**config.mk**
```make
export PLATFORM = sky130hd
export DESIGN_NAME = input_packet_buffer
export DESIGN_NICKNAME = d
export VERILOG_FILES = /design/src/rtl/input_packet_buffer_pkg.sv /design/src/rtl/input_packet_buffer.sv
export SDC_FILE = /design/constraint.sdc
export NUM_CORES = 1
export LEC_CHECK = 0
export BUFFER_PORTS_ARGS = -buffer_cell sky130_fd_sc_hd__buf_2
export CAP_MARGIN = 10
export CORE_ASPECT_RATIO = 1.5
export CORE_UTILIZATION = 50
export DETAILED_ROUTE_END_ITERATION = 16
export PLACE_DENSITY = 0.78
export SLEW_MARGIN = 10
export SYNTH_ARGS = -nofsm -noshare
export SYNTH_HDL_FRONTEND = slang
export SYNTH_SLANG_ARGS = --single-unit
```
**constraint.sdc**
```tcl
create_clock -name clk -period 6.83 [get_ports clk]
set_clock_uncertainty 0.2 [all_clocks]
set_input_delay 0.683 -clock clk [delete_from_list [all_inputs] [get_ports clk]]
set_output_delay 0.683 -clock clk [all_outputs]
set_load 0.005 [all_outputs]
```
**src/rtl/input_packet_buffer_pkg.sv**
```systemverilog
// Shared spike-packet field widths and buffer operation encoding.
package input_packet_buffer_pkg;

  localparam int DX_WIDTH   = 9;
  localparam int DY_WIDTH   = 9;
  localparam int AXON_WIDTH = 8;
  localparam int TICK_WIDTH = 4;
  localparam int PKT_WIDTH  = DX_WIDTH + DY_WIDTH + AXON_WIDTH + TICK_WIDTH;

  // {push, pop} as seen by the count update
  typedef enum logic [1:0] {
    OP_IDLE = 2'b00,
    OP_POP  = 2'b01,
    OP_PUSH = 2'b10,
    OP_BOTH = 2'b11
  } op_e;

endpackage

```
**src/rtl/input_packet_buffer.sv**
```systemverilog
// First-word-fall-through packet FIFO feeding the grid packet input.
module input_packet_buffer
  import input_packet_buffer_pkg::*;
#(
  parameter int PACKET_WIDTH = PKT_WIDTH,
  parameter int DEPTH        = 16
) (
  input  logic                      clk,
  input  logic                      rst,
  input  logic [PACKET_WIDTH-1:0]   wr_data,
  input  logic                      wr_valid,
  output logic                      wr_ready,
  output logic [PACKET_WIDTH-1:0]   packet_out,
  output logic                      empty,
  input  logic                      ren,
  output logic [$clog2(DEPTH):0]    count,
  output logic                      underflow_error
);

  localparam int AW = $clog2(DEPTH);
  localparam logic [AW:0] FULL = (AW+1)'(DEPTH);

  logic [PACKET_WIDTH-1:0] mem [DEPTH];
  logic [AW-1:0]           wr_ptr;
  logic [AW-1:0]           rd_ptr;
  logic [AW:0]             count_q;
  logic                    wr_en;
  logic                    rd_en;
  op_e                     op;

  assign wr_ready   = (count_q != FULL);
  assign empty      = (count_q == '0);
  assign count      = count_q;
  assign packet_out = mem[rd_ptr];

  // Both qualifiers use registered count, so a full buffer never bypasses on a pop
  assign wr_en = wr_valid && wr_ready;
  assign rd_en = ren && !empty;
  assign op    = op_e'({wr_en, rd_en});

  always_ff @(posedge clk) begin
    if (wr_en && !rst) begin
      mem[wr_ptr] <= wr_data;
    end
  end

  always_ff @(posedge clk) begin
    if (rst) begin
      wr_ptr          <= '0;
      rd_ptr          <= '0;
      count_q         <= '0;
      underflow_error <= 1'b0;
    end else begin
      if (wr_en) begin
        wr_ptr <= wr_ptr + 1'b1;
      end
      if (rd_en) begin
        rd_ptr <= rd_ptr + 1'b1;
      end
      if (ren && empty) begin
        underflow_error <= 1'b1;
      end
      case (op)
        OP_PUSH: count_q <= count_q + 1'b1;
        OP_POP:  count_q <= count_q - 1'b1;
        default: count_q <= count_q;
      endcase
    end
  end

endmodule

```
==> results of run 1 <==
## per-stage QoR
step	std cells	total power, W	hold WS (ns)	utilization (%)	cell area (sq um)
after floorplan	852	0.00421	0.260	-	18900
after global placement	1386	0.00447	0.248	54.0	20000
after detailed placement	1386	0.00449	0.255	54.0	20000
after CTS	1465	0.00695	0.247	57.8	21400
after global routing	1466	0.00712	0.269	57.8	21400
final	1466	0.00690	0.262	57.8	21400
## placed cells by master (no fill, tap or decap), types with 2 or more instances in the layout
master and n:
sky130_fd_sc_hd__a21oi_1 5, sky130_fd_sc_hd__a22oi_1 60, sky130_fd_sc_hd__buf_2 71, sky130_fd_sc_hd__buf_4 20
sky130_fd_sc_hd__bufinv_16 5, sky130_fd_sc_hd__clkbuf_1 8, sky130_fd_sc_hd__clkbuf_16 45, sky130_fd_sc_hd__clkinv_1 6
sky130_fd_sc_hd__clkinv_2 8, sky130_fd_sc_hd__clkinvlp_4 3, sky130_fd_sc_hd__dfxtp_1 16, sky130_fd_sc_hd__dfxtp_4 2
sky130_fd_sc_hd__edfxtp_1 480, sky130_fd_sc_hd__ha_1 9, sky130_fd_sc_hd__inv_1 8, sky130_fd_sc_hd__inv_6 2
sky130_fd_sc_hd__mux2_1 2, sky130_fd_sc_hd__mux2i_1 3, sky130_fd_sc_hd__mux4_2 120, sky130_fd_sc_hd__nand2_1 37
sky130_fd_sc_hd__nand2b_1 2, sky130_fd_sc_hd__nor2_1 23, sky130_fd_sc_hd__nor2_4 17, sky130_fd_sc_hd__nor2b_4 2
sky130_fd_sc_hd__nor4_1 2, sky130_fd_sc_hd__o211ai_2 2, sky130_fd_sc_hd__or3_1 2, sky130_fd_sc_hd__xor2_1 6
## sequential cells by signal (all words and copies together) (netlist names), named ones only
name,flops
rd_ptr,4
wr_ptr,4
mem,480
underflow_error,1
count,5
## critical path: stages (launching register included)
cell,delay (ns)
sky130_fd_sc_hd__dfxtp_4,1.06
sky130_fd_sc_hd__buf_4,0.73
sky130_fd_sc_hd__mux4_2,0.42
sky130_fd_sc_hd__a22oi_1,0.24
sky130_fd_sc_hd__nand2_1,0.13
sky130_fd_sc_hd__buf_2,0.15
## power groups by stage
stage	sequential (W)	combinational (W)	clock, W
4_1_cts	0.00353	0.000912	0.00251
3_5_place_dp	0.00359	0.000898	0
2_1_floorplan	0.00350	0.000706	0
5_1_grt	0.00354	0.000977	0.00261
6_report	0.00352	0.000896	0.00248
3_3_place_gp	0.00359	0.000880	0
## Yosys cell counts (all sizes together) (2+ instances only)
master and instances:
edfxtp 480, mux4 120, a22oi 60, nor2 40, nand2 37, buf 23, clkbuf 19, dfxtp 18
ha 9, inv 8, xor2 6, a21oi 5, mux2i 3, nor2b 3, o211ai 3, mux2 2
nand2b 2, nor4 2, or3 2
## layer usage
metal  part of all wire [%]  track usage (%)  wire length [um]
met2                     50             35.9             20300
met4                    4.0             9.18              1600
met5                  0.035                0                14
met3                    9.5             4.55              3820
met1                     36             28.2             14700
## final cells by class
type / count / area [sq um] / share of cell area [%]
clock buffers: 54 / 1170 / 5.46
multi-input cells: 304 / 4040 / 18.8
flip-flops and latches: 498 / 14800 / 69.0
repair buffers: 92 / 526 / 2.45
diodes: 1 / 2.50 / 0.0117
clock inverters: 25 / 262 / 1.22
well taps: 484 / 606 / 2.83
inverters: 8 / 30.0 / 0.140
## worst max path at each step
stage / slack (ns) / to / start / depth (start not counted)
4_1_cts: 2.49 / packet_out[17] / register / 5
3_5_place_dp: 3.13 / packet_out[17] / register / 5
2_1_floorplan: 3.69 / mem[0][0] / rst / 3
5_1_grt: 2.44 / packet_out[17] / register / 5
3_3_place_gp: 3.16 / packet_out[17] / register / 5
6_report: 2.63 / packet_out[17] / register / 5
## cells by family after synthesis
logic type	share of synthesized area (%)
AND/OR/NAND/NOR	2.04
multiplexers	14.6
XOR/XNOR	0.325
AO/OA/AOI/OAI	2.95
adder cells (fa/ha/maj)	0.702
buffers and inverters	1.14
flip-flops	78.3
==> results.json, run 1 <==
{
  "layout_cell_share_with_drive_strength_beyond_1_pct": 31.1,
  "worst_slack_ns": 2.63,
  "fin_setup_tns_ns": 0,
  "fmax_ghz": 0.238,
  "place.port_buffers": 71,
  "switching_power_share_of_the_total_pct": 23.4,
  "cts_post_setup_buffers_inserted": 0,
  "fillCellCount": 2608,
  "tightestPinTransition_ns": 1.23,
  "floorplan.rows": 86,
  "drtAntennaViolNets": 0,
  "post_drt_wl_per_cell_um": 27.6,
  "mappedNetlistNets": 896,
  "synthDominantAreaCellType": "sky130_fd_sc_hd__edfxtp_1",
  "final_period_minus_worst_setup_slack_ns": 4.20,
  "grt_util_all_layers_pct": 21.8,
  "worst-r2r-cell-count": 10,
  "clock_tree.htree_level_count": 2,
  "r2r-end": "count[4]",
  "powerDensity_mw_per_mm2": 322,
  "effective_utilization_at_floorplan_pct": 51.0,
  "drv_slew": 0,
  "worst_setup_hold_path_clk_slew_ns": 0.07,
  "synth_ff_type": "sky130_fd_sc_hd__edfxtp_1",
  "avgViaCountPerCell": 6.14,
  "clkLatencyLatePin_ns": 0.55,
  "clock_power_share_pct": 36.0,
  "yosys.area.top_type_share_pct": 76.3,
  "die-width_um": 161,
  "place_worst_setup_slack_ns": 3.13,
  "clock_path_buffers": 3,
  "r2r_startpoint": "count[0]",
  "outcome": "complete, no violations",
  "clock_tree.root_cell": "sky130_fd_sc_hd__clkbuf_16",
  "die_h_um": 240,
  "avg_synthesized_cell_area_sq_um": 22.2,
  "first_iter_violations": 1040,
  "ctsHoldBuffers": 0,
  "maxSlewHeadroom_pct": 17.9,
  "hpwl_um": 19500,
  "global_route_wire_length_before_repair_um": 60100,
  "internal-power_w": 0.00529,
  "core-area_sq_mm": 0.0370,
  "grt_pass1_vias": 9621,
  "cts_tree": "yes",
  "route.final.wire_length_um": 40400,
  "setup_crit_start_kind": "register",
  "hold-path-cell-count": 3,
  "design.die.area_sq_mm": 0.0386,
  "post-route-drc-count": 0,
  "setup_violations": 0,
  "end_point_of_the_worst_hold_path": "underflow_error",
  "number_of_antenna_violations_at_the_first_check_in_global_routing": 2,
  "cts_inserted_buffers": 43,
  "synthesis.yosys.warnings": 0,
  "synth_edf_count": 480,
  "switching_power_w": 0.00161,
  "grt_start_max_net_pins": 73,
  "clkSinkCount": 498,
  "power.static_leakage_nw": 6.76,
  "number_of_detailed_route_iterations_in_the_first_pass": 5,
  "syn-instance-count": 852,
  "synth_cell_type_count": 32,
  "worstSetupEndpointType": "output pin",
  "timing.final.hold_violations": 0,
  "hold_path.class": "input port to register",
  "data_arrival_time_at_the_worst_slack_endpoint_ns": 3.32,
  "holdCritStartpoint": "ren",
  "biggest_area_contributors_in_the_synthesized_netlist": "sky130_fd_sc_hd__edfxtp_1 76%, sky130_fd_sc_hd__mux4_2 14%, sky130_fd_sc_hd__a22oi_1 2.4%, sky130_fd_sc_hd__dfxtp_1 1.9%, sky130_fd_sc_hd__nor2_1 0.80%",
  "area_growth_syn_to_fin_pct": 13.4,
  "finalNetCount": 991,
  "fraction_of_power_consumed_by_sequential_logic_pct": 51.0,
  "worst_ir_drop_vdd_mv": 0.254,
  "synth_async_sr_flop_share_pct": 0,
  "power_frac_comb_pct": 13.0,
  "syn-cell-area_sq_mm": 0.0189,
  "worst-r2r-setup-slack_ns": 3.76,
  "grt_setup_unrepaired": "no",
  "grt_overflow": 0,
  "crit_required_ns": 5.95,
  "timing_worst_setup_path_type": "register to output pin",
  "timing.critical_path.fanout_max": 72,
  "pin_count": 72,
  "cts.repair.resized": 0,
  "final.period_utilization_pct": 61.5,
  "max_cap_violations": 0,
  "route.vias.total": 8996,
  "gp_congestion": 0.703,
  "ys_ff_latch": 498,
  "synth_sequential_area_ratio_pct": 78.3
}
No activity file was read; power rests on OpenSTA's default activity.
==> run 2: changes to the inputs <==
clock period = 4 ns   (was 6.83 ns; I/O delays follow)
==> run 2 against run 1 <==
- worst setup slack got worse by 1.9 ns
- global-route usage decreased by 0.98 points
- routed wire length decreased by 3.4%
- combinational power increased by 83%
- sequential power increased by 68%
- non-clock buffer count increased by 7
- largest power group unchanged
==> results.json, run 2 (synthesis gave the netlist of run 1 again) <==
{
  "outcome": "complete, no violations",
  "switching_power_w": 0.00272,
  "area_growth_syn_to_fin_pct": 13.2,
  "cts_inserted_buffers": 43,
  "clock_tree.root_cell": "sky130_fd_sc_hd__clkbuf_16",
  "timing.final.hold_violations": 0,
  "internal-power_w": 0.00869,
  "grt_util_all_layers_pct": 20.8,
  "worst_setup_hold_path_clk_slew_ns": 0.07,
  "clock_power_share_pct": 33.7,
  "finalNetCount": 998,
  "hold_path.class": "input port to register",
  "crit_chain": "buf_12, mux4_2, a22oi_1, nand2_1, buf_2",
  "grt_setup_unrepaired": "no",
  "top_register": "mem",
  "ctsHoldBuffers": 2,
  "post_drt_wl_per_cell_um": 26.5,
  "number_of_detailed_route_iterations_in_the_first_pass": 5,
  "timing_worst_setup_path_type": "register to output pin",
  "post-route-drc-count": 0,
  "fmax_ghz": 0.302,
  "data_arrival_time_at_the_worst_slack_endpoint_ns": 2.71,
  "clock_tree.htree_level_count": 2,
  "avgViaCountPerCell": 6.10,
  "die-width_um": 161,
  "worstSetupEndpointType": "output pin",
  "power.static_leakage_nw": 6.72,
  "grt_pass1_vias": 9311,
  "clkLatencyLatePin_ns": 0.56,
  "switching_power_share_of_the_total_pct": 23.9,
  "placed_cells_incl_taps": 1391,
  "first_iter_violations": 999,
  "place.port_buffers": 71,
  "crit_required_ns": 3.40,
  "crit_path_max_incr_delay_ns": 0.71,
  "critical_path.top_delay_family": "flip-flops",
  "fin_setup_tns_ns": 0,
  "design.die.area_sq_mm": 0.0386,
  "timing.critical_path.fanout_max": 30,
  "gp_congestion": 0.728,
  "cts_tree": "yes",
  "number_of_antenna_violations_at_the_first_check_in_global_routing": 3,
  "timing.critical_path.slowest_stage_cell": "sky130_fd_sc_hd__dfxtp_4",
  "cts.repair.resized": 0,
  "worst-r2r-setup-slack_ns": 0.79,
  "fraction_of_power_consumed_by_sequential_logic_pct": 51.9,
  "pin_count": 72,
  "maxSlewHeadroom_pct": 35.1,
  "clock_path_buffers": 3,
  "route.vias.total": 8985,
  "cts_post_setup_buffers_inserted": 0,
  "mostFrequentLayoutCell": "sky130_fd_sc_hd__edfxtp_1",
  "worst-path-buf-inv": 2,
  "powerDensity_mw_per_mm2": 534,
  "layout.cells.most_common_list": "480 x sky130_fd_sc_hd__edfxtp_1, 120 x sky130_fd_sc_hd__mux4_2, 71 x sky130_fd_sc_hd__buf_2",
  "finalHoldWorstSlack_ns": 0.0109,
  "tightestPinTransition_ns": 0.974,
  "effective_utilization_at_floorplan_pct": 51.0,
  "largest_register_ffs": 480,
  "drtAntennaViolNets": 0,
  "global_route_wire_length_before_repair_um": 58000,
  "final_period_minus_worst_setup_slack_ns": 3.31,
  "grt_start_max_net_pins": 121,
  "die_h_um": 240,
  "core-area_sq_mm": 0.0370,
  "instances_no_fill": 1472,
  "route.final.wire_length_um": 39000,
  "setup_violations": 0,
  "final.period_utilization_pct": 82.7,
  "clkSinkCount": 498,
  "floorplan.rows": 86,
  "setup_crit_start_kind": "register",
  "hpwl_um": 19800,
  "power_frac_comb_pct": 14.4,
  "drv_slew": 0,
  "worst_ir_drop_vdd_mv": 0.365,
  "max_cap_violations": 0,
  "layout_cell_share_with_drive_strength_beyond_1_pct": 30.9,
  "grt_overflow": 0
}
[run 2: cell type report]
class                      count  area, sq um
antenna                        1         2.50
tap                          484          606
multi-input combinational    304         4040
timing repair buffer          99          621
clock buffer                  54         1140
sequential                   498        14800
inverter                       8         30.0
clock inverter                24          151
fill                        2635        15700
[run 2: routing by layer]
| metal | wire [um] | GRT usage [%] | vias up |
|---|---|---|---|
| met5 | 12 | 0 | - |
| met4 | 1010 | 7.39 | 2 |
| met3 | 2730 | 3.00 | 67 |
| met2 | 20400 | 35.8 | 417 |
| met1 | 14900 | 27.1 | 4738 |
| li1 | - | - | 3761 |
[run 2: per-stage QoR]
step	total power (W)	cell area (sq um)	worst slack (ns)	utilization, %
after floorplan	0.00718	18900	1.11	-
after global placement	0.00765	20100	0.959	54.2
after detailed placement	0.00769	20100	0.886	54.2
after CTS	0.0115	21400	0.631	57.7
after global routing	0.0118	21400	0.522	57.7
final	0.0114	21400	0.693	57.7
[run 2: final timing paths]
path	startpoint	end	cells after the start
max reg2reg	count[1]	count[4]	10
min reg2reg	underflow_error	underflow_error	2
max	register	packet_out[5]	5
min	wr_data[0]	mem[10][0]	1
[run 2: power groups by stage]
stage	clock [W]	sequential, W	combinational [W]
2_1_floorplan	0	0.00598	0.00120
3_3_place_gp	0	0.00603	0.00162
3_5_place_dp	0	0.00604	0.00165
4_1_cts	0.00390	0.00593	0.00166
5_1_grt	0.00409	0.00594	0.00178
6_report	0.00384	0.00593	0.00164
